--- src/rtl/elevator_scan_ctrl.sv ---
// SCAN-order elevator controller: queues floor requests, sweeps in one direction while
// requests remain that way, and opens the door at each requested floor.
module elevator_scan_ctrl #(
  parameter int unsigned NUM_FLOORS    = 4,
  parameter int unsigned FLOOR_W       = 4,
  parameter int unsigned TRAVEL_CYCLES = 536870912,
  parameter int unsigned DOOR_CYCLES   = 536870912
) (
  input  logic                  iCLK,
  input  logic                  iRST,
  input  logic                  req_valid,
  input  logic [FLOOR_W-1:0]    req_floor,
  output logic [FLOOR_W-1:0]    current_floor,
  output logic [NUM_FLOORS-1:0] pending,
  output logic [1:0]            dir,
  output logic                  door_open,
  output logic                  req_reject
);

  localparam logic [31:0] TravelLast = 32'(TRAVEL_CYCLES - 1);
  localparam logic [31:0] DoorLast   = 32'(DOOR_CYCLES - 1);

  typedef enum logic [1:0] {StIdle, StMoveUp, StMoveDown, StDoor} state_e;

  state_e                  state_q, state_d;
  logic [FLOOR_W-1:0]      floor_q, floor_d;
  logic [NUM_FLOORS-1:0]   pend_q, pend_d;
  logic [31:0]             timer_q, timer_d;
  logic                    last_up_q, last_up_d;
  logic [1:0]              dir_q;
  logic                    door_q, reject_q;

  logic                    req_legal;
  logic [NUM_FLOORS-1:0]   req_mask, set_mask, clr_mask, arrive_mask;
  logic [FLOOR_W-1:0]      next_floor;
  logic                    up_here, dn_here, moving_up;

  function automatic logic [NUM_FLOORS-1:0] floor_mask(input logic [FLOOR_W-1:0] f);
    floor_mask = '0;
    for (int unsigned i = 0; i < NUM_FLOORS; i++) begin
      if (f == FLOOR_W'(i + 1)) floor_mask[i] = 1'b1;
    end
  endfunction

  function automatic logic has_above(input logic [NUM_FLOORS-1:0] p,
                                     input logic [FLOOR_W-1:0] f);
    has_above = 1'b0;
    for (int unsigned i = 0; i < NUM_FLOORS; i++) begin
      if (p[i] && (FLOOR_W'(i + 1) > f)) has_above = 1'b1;
    end
  endfunction

  function automatic logic has_below(input logic [NUM_FLOORS-1:0] p,
                                     input logic [FLOOR_W-1:0] f);
    has_below = 1'b0;
    for (int unsigned i = 0; i < NUM_FLOORS; i++) begin
      if (p[i] && (FLOOR_W'(i + 1) < f)) has_below = 1'b1;
    end
  endfunction

  always_comb begin
    state_d     = state_q;
    floor_d     = floor_q;
    timer_d     = timer_q;
    last_up_d   = last_up_q;
    clr_mask    = '0;
    next_floor  = floor_q;
    arrive_mask = '0;
    moving_up   = (state_q == StMoveUp);
    up_here     = has_above(pend_q, floor_q);
    dn_here     = has_below(pend_q, floor_q);
    req_legal   = req_valid && (req_floor != '0) && (req_floor <= FLOOR_W'(NUM_FLOORS));
    req_mask    = req_legal ? floor_mask(req_floor) : '0;
    set_mask    = req_mask;

    unique case (state_q)
      StIdle: begin
        if ((pend_q & floor_mask(floor_q)) != '0) begin
          state_d  = StDoor;
          timer_d  = '0;
          clr_mask = floor_mask(floor_q);
        end else if (up_here && (last_up_q || !dn_here)) begin
          state_d   = StMoveUp;
          last_up_d = 1'b1;
          timer_d   = '0;
        end else if (dn_here) begin
          state_d   = StMoveDown;
          last_up_d = 1'b0;
          timer_d   = '0;
        end
      end
      StMoveUp, StMoveDown: begin
        if (timer_q == TravelLast) begin
          next_floor  = moving_up ? floor_q + 1'b1 : floor_q - 1'b1;
          arrive_mask = floor_mask(next_floor);
          floor_d     = next_floor;
          timer_d     = '0;
          // A request landing on the arrival edge is served by this door opening.
          if (((pend_q | req_mask) & arrive_mask) != '0) begin
            state_d  = StDoor;
            clr_mask = arrive_mask;
          end else if (moving_up ? has_above(pend_q, next_floor)
                                 : has_below(pend_q, next_floor)) begin
            state_d = state_q;
          end else if (moving_up ? has_below(pend_q, next_floor)
                                 : has_above(pend_q, next_floor)) begin
            state_d   = moving_up ? StMoveDown : StMoveUp;
            last_up_d = !moving_up;
          end else begin
            state_d = StIdle;
          end
        end else begin
          timer_d = timer_q + 32'd1;
        end
      end
      StDoor: begin
        if (req_legal && (req_floor == floor_q)) begin
          timer_d  = '0;
          set_mask = '0;
        end else if (timer_q == DoorLast) begin
          timer_d = '0;
          if (last_up_q && up_here) begin
            state_d = StMoveUp;
          end else if (!last_up_q && dn_here) begin
            state_d = StMoveDown;
          end else if (up_here) begin
            state_d   = StMoveUp;
            last_up_d = 1'b1;
          end else if (dn_here) begin
            state_d   = StMoveDown;
            last_up_d = 1'b0;
          end else begin
            state_d = StIdle;
          end
        end else begin
          timer_d = timer_q + 32'd1;
        end
      end
      default: state_d = StIdle;
    endcase

    pend_d = (pend_q | set_mask) & ~clr_mask;
  end

  always_ff @(posedge iCLK or posedge iRST) begin
    if (iRST) begin
      state_q   <= StIdle;
      floor_q   <= FLOOR_W'(1);
      pend_q    <= '0;
      timer_q   <= '0;
      last_up_q <= 1'b1;
      dir_q     <= 2'b00;
      door_q    <= 1'b0;
      reject_q  <= 1'b0;
    end else begin
      state_q   <= state_d;
      floor_q   <= floor_d;
      pend_q    <= pend_d;
      timer_q   <= timer_d;
      last_up_q <= last_up_d;
      dir_q     <= (state_d == StMoveUp)   ? 2'b01 :
                   (state_d == StMoveDown) ? 2'b10 : 2'b00;
      door_q    <= (state_d == StDoor);
      reject_q  <= req_valid && !req_legal;
    end
  end

  assign current_floor = floor_q;
  assign pending       = pend_q;
  assign dir           = dir_q;
  assign door_open     = door_q;
  assign req_reject    = reject_q;

endmodule

--- config.mk ---
export PLATFORM = sky130hd
export DESIGN_NAME = elevator_scan_ctrl
export DESIGN_NICKNAME = d
export VERILOG_FILES = /design/src/rtl/elevator_scan_ctrl.sv
export SDC_FILE = /design/constraint.sdc
export NUM_CORES = 1
export LEC_CHECK = 0
export CORE_MARGIN = 4
export CORE_UTILIZATION = 40
export DETAILED_ROUTE_END_ITERATION = 6
export DONT_BUFFER_PORTS = 1
export GPL_TIMING_DRIVEN = 0
export SLEW_MARGIN = 40
export SYNTH_ARGS = -nofsm -noshare
export SYNTH_HDL_FRONTEND = slang
export SYNTH_SLANG_ARGS = --single-unit
--- constraint.sdc ---
create_clock -name iCLK -period 2.7 [get_ports iCLK]
set_clock_uncertainty 0.15 [all_clocks]
set_input_delay 0.54 -clock iCLK [delete_from_list [all_inputs] [get_ports iCLK]]
set_output_delay 0.54 -clock iCLK [all_outputs]
set_load 0.03 [all_outputs]
==> flow_metrics.env <==
export IMPL_outcome="finished with violations"
export IMPL_violations="setup timing"
export IMPL_synthFlopType="dfrtp_1"
export IMPL_synth_cell_types=68
export IMPL_crit_path_start="current_floor[0]$_DFFE_PP1P_"
export IMPL_area_growth_pct=35.96
export IMPL_p_per_area_nw_per_um2=710.6
export IMPL_hold_viol_final=0
export IMPL_dr_pass1_iters=5
export IMPL_setup_violations=41
export IMPL_gp_congestion=0.8698
export IMPL_reg2reg_slack_ns=-0.32
export IMPL_drt_iter0_markers=143
export IMPL_grt_pass1_wl_mm=14.23
export IMPL_p_int_uw=1767
export IMPL_rows=32
export IMPL_io_pins=19
export IMPL_dieArea_sq_um=9592
export IMPL_place_hpwl_mm=5.917
export IMPL_cp_start_kind="flip-flop"
export IMPL_die_w_um=97.94
export IMPL_port_buffers=0
export IMPL_drc=0
export IMPL_final_common_cell="dfrtp_1"
export IMPL_antenna_found_initial=0
export IMPL_r2r_end="dir[0]$_DFF_PP0_"
export IMPL_crit_end="dir[0]$_DFF_PP0_"
export IMPL_clk_pin_slew_ns=0.09
export IMPL_grt_pass1_vias=2846
export IMPL_sw_frac_of_total=0.4349
export IMPL_setup_slack_ns=-0.3217
export IMPL_cp_slowest_stage_delay_ns=0.75
export IMPL_die_h_um=97.94
export IMPL_power_leakage_uw=0.001663
export IMPL_drive_gt1_frac=0.3557
export IMPL_synth_fp_nets=400
export IMPL_worst_pin_slew_ns=0.6534
export IMPL_synth_seq_area_share=0.3643
export IMPL_synth_top_area_cell="dfrtp_1"
export IMPL_critPathTopFamily="compound AO/OA/AOI/OAI gates"
export IMPL_utilization=0.5635
export IMPL_grt_overflow_total=0
export IMPL_pwr_share_clk=0.150
export IMPL_grt_max_degree=38
export IMPL_synth_top_area_frac=0.3480
export IMPL_slew_violations=0
export IMPL_max_slew_margin=0.5585
export IMPL_clk_latency_ns=0.30
export IMPL_drt_total_wl_mm=9.209
export IMPL_placed_cells=485
export IMPL_path_max_fanout=8
export IMPL_ys_warn_count=0
export IMPL_worstSetupPathType="flip-flop to flip-flop"
export IMPL_rsz0062_at_grt="yes"
export IMPL_wire_per_inst_um=17.21
export IMPL_clock_root_buffer="clkbuf_8"
export IMPL_avgSynthCellArea_sq_um=8.470
export IMPL_finalCriticalPeriod_ns=3.022
export IMPL_maxCapViolCount=0
export IMPL_fin_crit_sh=1.119
export IMPL_cp_cell_sequence="inv_6, ha_4, inv_2, or4_4, a311o_1, o2111a_1, o31a_1, o31ai_4, and2_1"
export IMPL_reg2reg_depth=9
export IMPL_hold_path_class="input port to flip-flop"
export IMPL_endpoint_kind="flip-flop"
export IMPL_p_sw_uw=1359
export IMPL_synth_seq_cells=47
export IMPL_fp_coreArea_sq_um=7807
export IMPL_timing_rr_start="current_floor[0]$_DFFE_PP1P_"
export IMPL_vias_per_cell=6.030
export IMPL_critPathArrivalTime_ns=3.12
export IMPL_synth_edf_count=0
export IMPL_final_cell_mix="dfrtp_1, nor2_1, buf_4"
export IMPL_synthArstFlopShare=1.000
export IMPL_ir_drop_v=0.0002525
export IMPL_path_depth=9
export IMPL_vias=3226
export IMPL_pwr_share_comb=0.570
export IMPL_worstPathRequired_ns=2.80
export IMPL_antenna_cells_inserted=0
export IMPL_ctsHtreeMaxLevel=2
export IMPL_netlist_area_sq_um=3236
export IMPL_max_freq_ghz=0.3309
export IMPL_whs_path_depth=1
export IMPL_netlist_instances=382
export IMPL_cts_made_buffers=5
export IMPL_track_usage=0.1799
export IMPL_cts_tree="built"
export IMPL_nets=450
export IMPL_stdcell_count=535
export IMPL_drtAntennaViolNets=0
export IMPL_seqPwrFrac=0.280
export IMPL_synthTopCellsByArea="dfrtp_1, o21ai_0, nor2_1"
export IMPL_clk_path_buf_depth=2
export IMPL_start_util=0.4144
export IMPL_crit_buf_inv=2
export IMPL_slowest_stage="dfstp_4"
export IMPL_clock_sinks=47
[worst register-to-register path: cells and delay by family (launching register included)]
| kind | cells | cell delay (ns) |
|---|---|---|
| buffers and inverters | 2 | 0.11 |
| adders and majority gates | 1 | 0.33 |
| DFF | 1 | 0.75 |
| AOI/OAI and AO/OA | 4 | 1.06 |
| and+or+nand+nor | 2 | 0.57 |
[registers in the layout, indices dropped and copies added, names as in the netlist]
register	count
current_floor	4
state_q	2
door_open	1
dir	2
req_reject	1
last_up_q	1
timer_q	32
pending	4
[final cells by class]
cell class | count | area, sq um
fill | 688 | 3408
multi-input combinational | 304 | 2401
sequential | 47 | 1189
timing repair buffer | 43 | 410.4
tap | 102 | 127.6
buffer | 15 | 107.6
clock buffer | 6 | 82.58
inverter | 16 | 67.56
clock inverter | 2 | 13.76
[per-stage QoR]
step / TNS, ns / setup slack (ns) / hold WS, ns / area, sq um / power (uW)
final: -4.835 / -0.3217 / 0.2399 / 4399 / 3126
after CTS: -6.588 / -0.2899 / 0.2337 / 3891 / 2874
after global placement: -17.20 / -0.5320 / 0.3205 / 3408 / 2068
after global routing: -10.01 / -0.4136 / 0.2195 / 4399 / 3316
after floorplan: -0.6219 / -0.09676 / 0.3006 / 3281 / 1798
after detailed placement: -17.94 / -0.5507 / 0.1849 / 3431 / 2076
[cells by family after synthesis]
logic type                 share of synthesized area
and+or+nand+nor                               0.2525
AOI/OAI and AO/OA                             0.2390
DFF                                           0.3643
buffers and inverters                        0.04176
xor gates and xnor gates                     0.05375
adders and majority gates                    0.04254
muxes                                       0.006187
[cell usage after synthesis (3+ instances only)]
library cell and n:
dfrtp_1 45, o21ai_0 40, nor2_1 38, nand2_1 28, a21oi_1 27, inv_1 15
nand4_1 13, nand3_1 12, ha_1 11, xnor2_1 11, nor3_1 10, or3_1 9
a31oi_1 8, clkbuf_1 8, nor4_1 7, xor2_1 7, buf_2 6, a21o_1 5
nor2b_1 5, o211ai_1 5, or2_2 4, and3_1 3, nor3b_1 3, nor4b_1 3
or4_1 3
[worst min path at each step]
stage,startpoint,end,slack [ns]
2_1_floorplan,timer_q[12]$_DFFE_PP0P_,timer_q[12]$_DFFE_PP0P_,0.30
6_report,req_valid,req_reject$_DFF_PP0_,0.24
4_1_cts,req_valid,req_reject$_DFF_PP0_,0.23
3_5_place_dp,iRST,current_floor[2]$_DFFE_PP0P_,0.18
3_3_place_gp,timer_q[12]$_DFFE_PP0P_,timer_q[12]$_DFFE_PP0P_,0.32
5_1_grt,req_valid,req_reject$_DFF_PP0_,0.22
[metal layers]
metal	up-vias	share of wire	track usage
met5	-	0	0
li1	1526	-	-
met3	21	0.044	0.02714
met2	93	0.49	0.2911
met1	1586	0.45	0.2471
met4	0	0.021	0.05857
[timing repair]
item,4_1_cts,5_1_grt
endpoints found under the setup margin,42,42
gates resized for setup,44,102
gates cloned,3,2
pin swaps,10,19
hold endpoints to repair,10,0
setup buffers,18,19
hold buffers,1,0
[power groups by stage]
stage	Sequential (uW)	Combinational (uW)	Clock, uW
2_1_floorplan	876	921	0
3_3_place_gp	892	1180	0
3_5_place_dp	893	1180	0
4_1_cts	877	1510	485
5_1_grt	882	1910	524
6_report	875	1780	467
No activity file was read; power rests on OpenSTA's default activity.
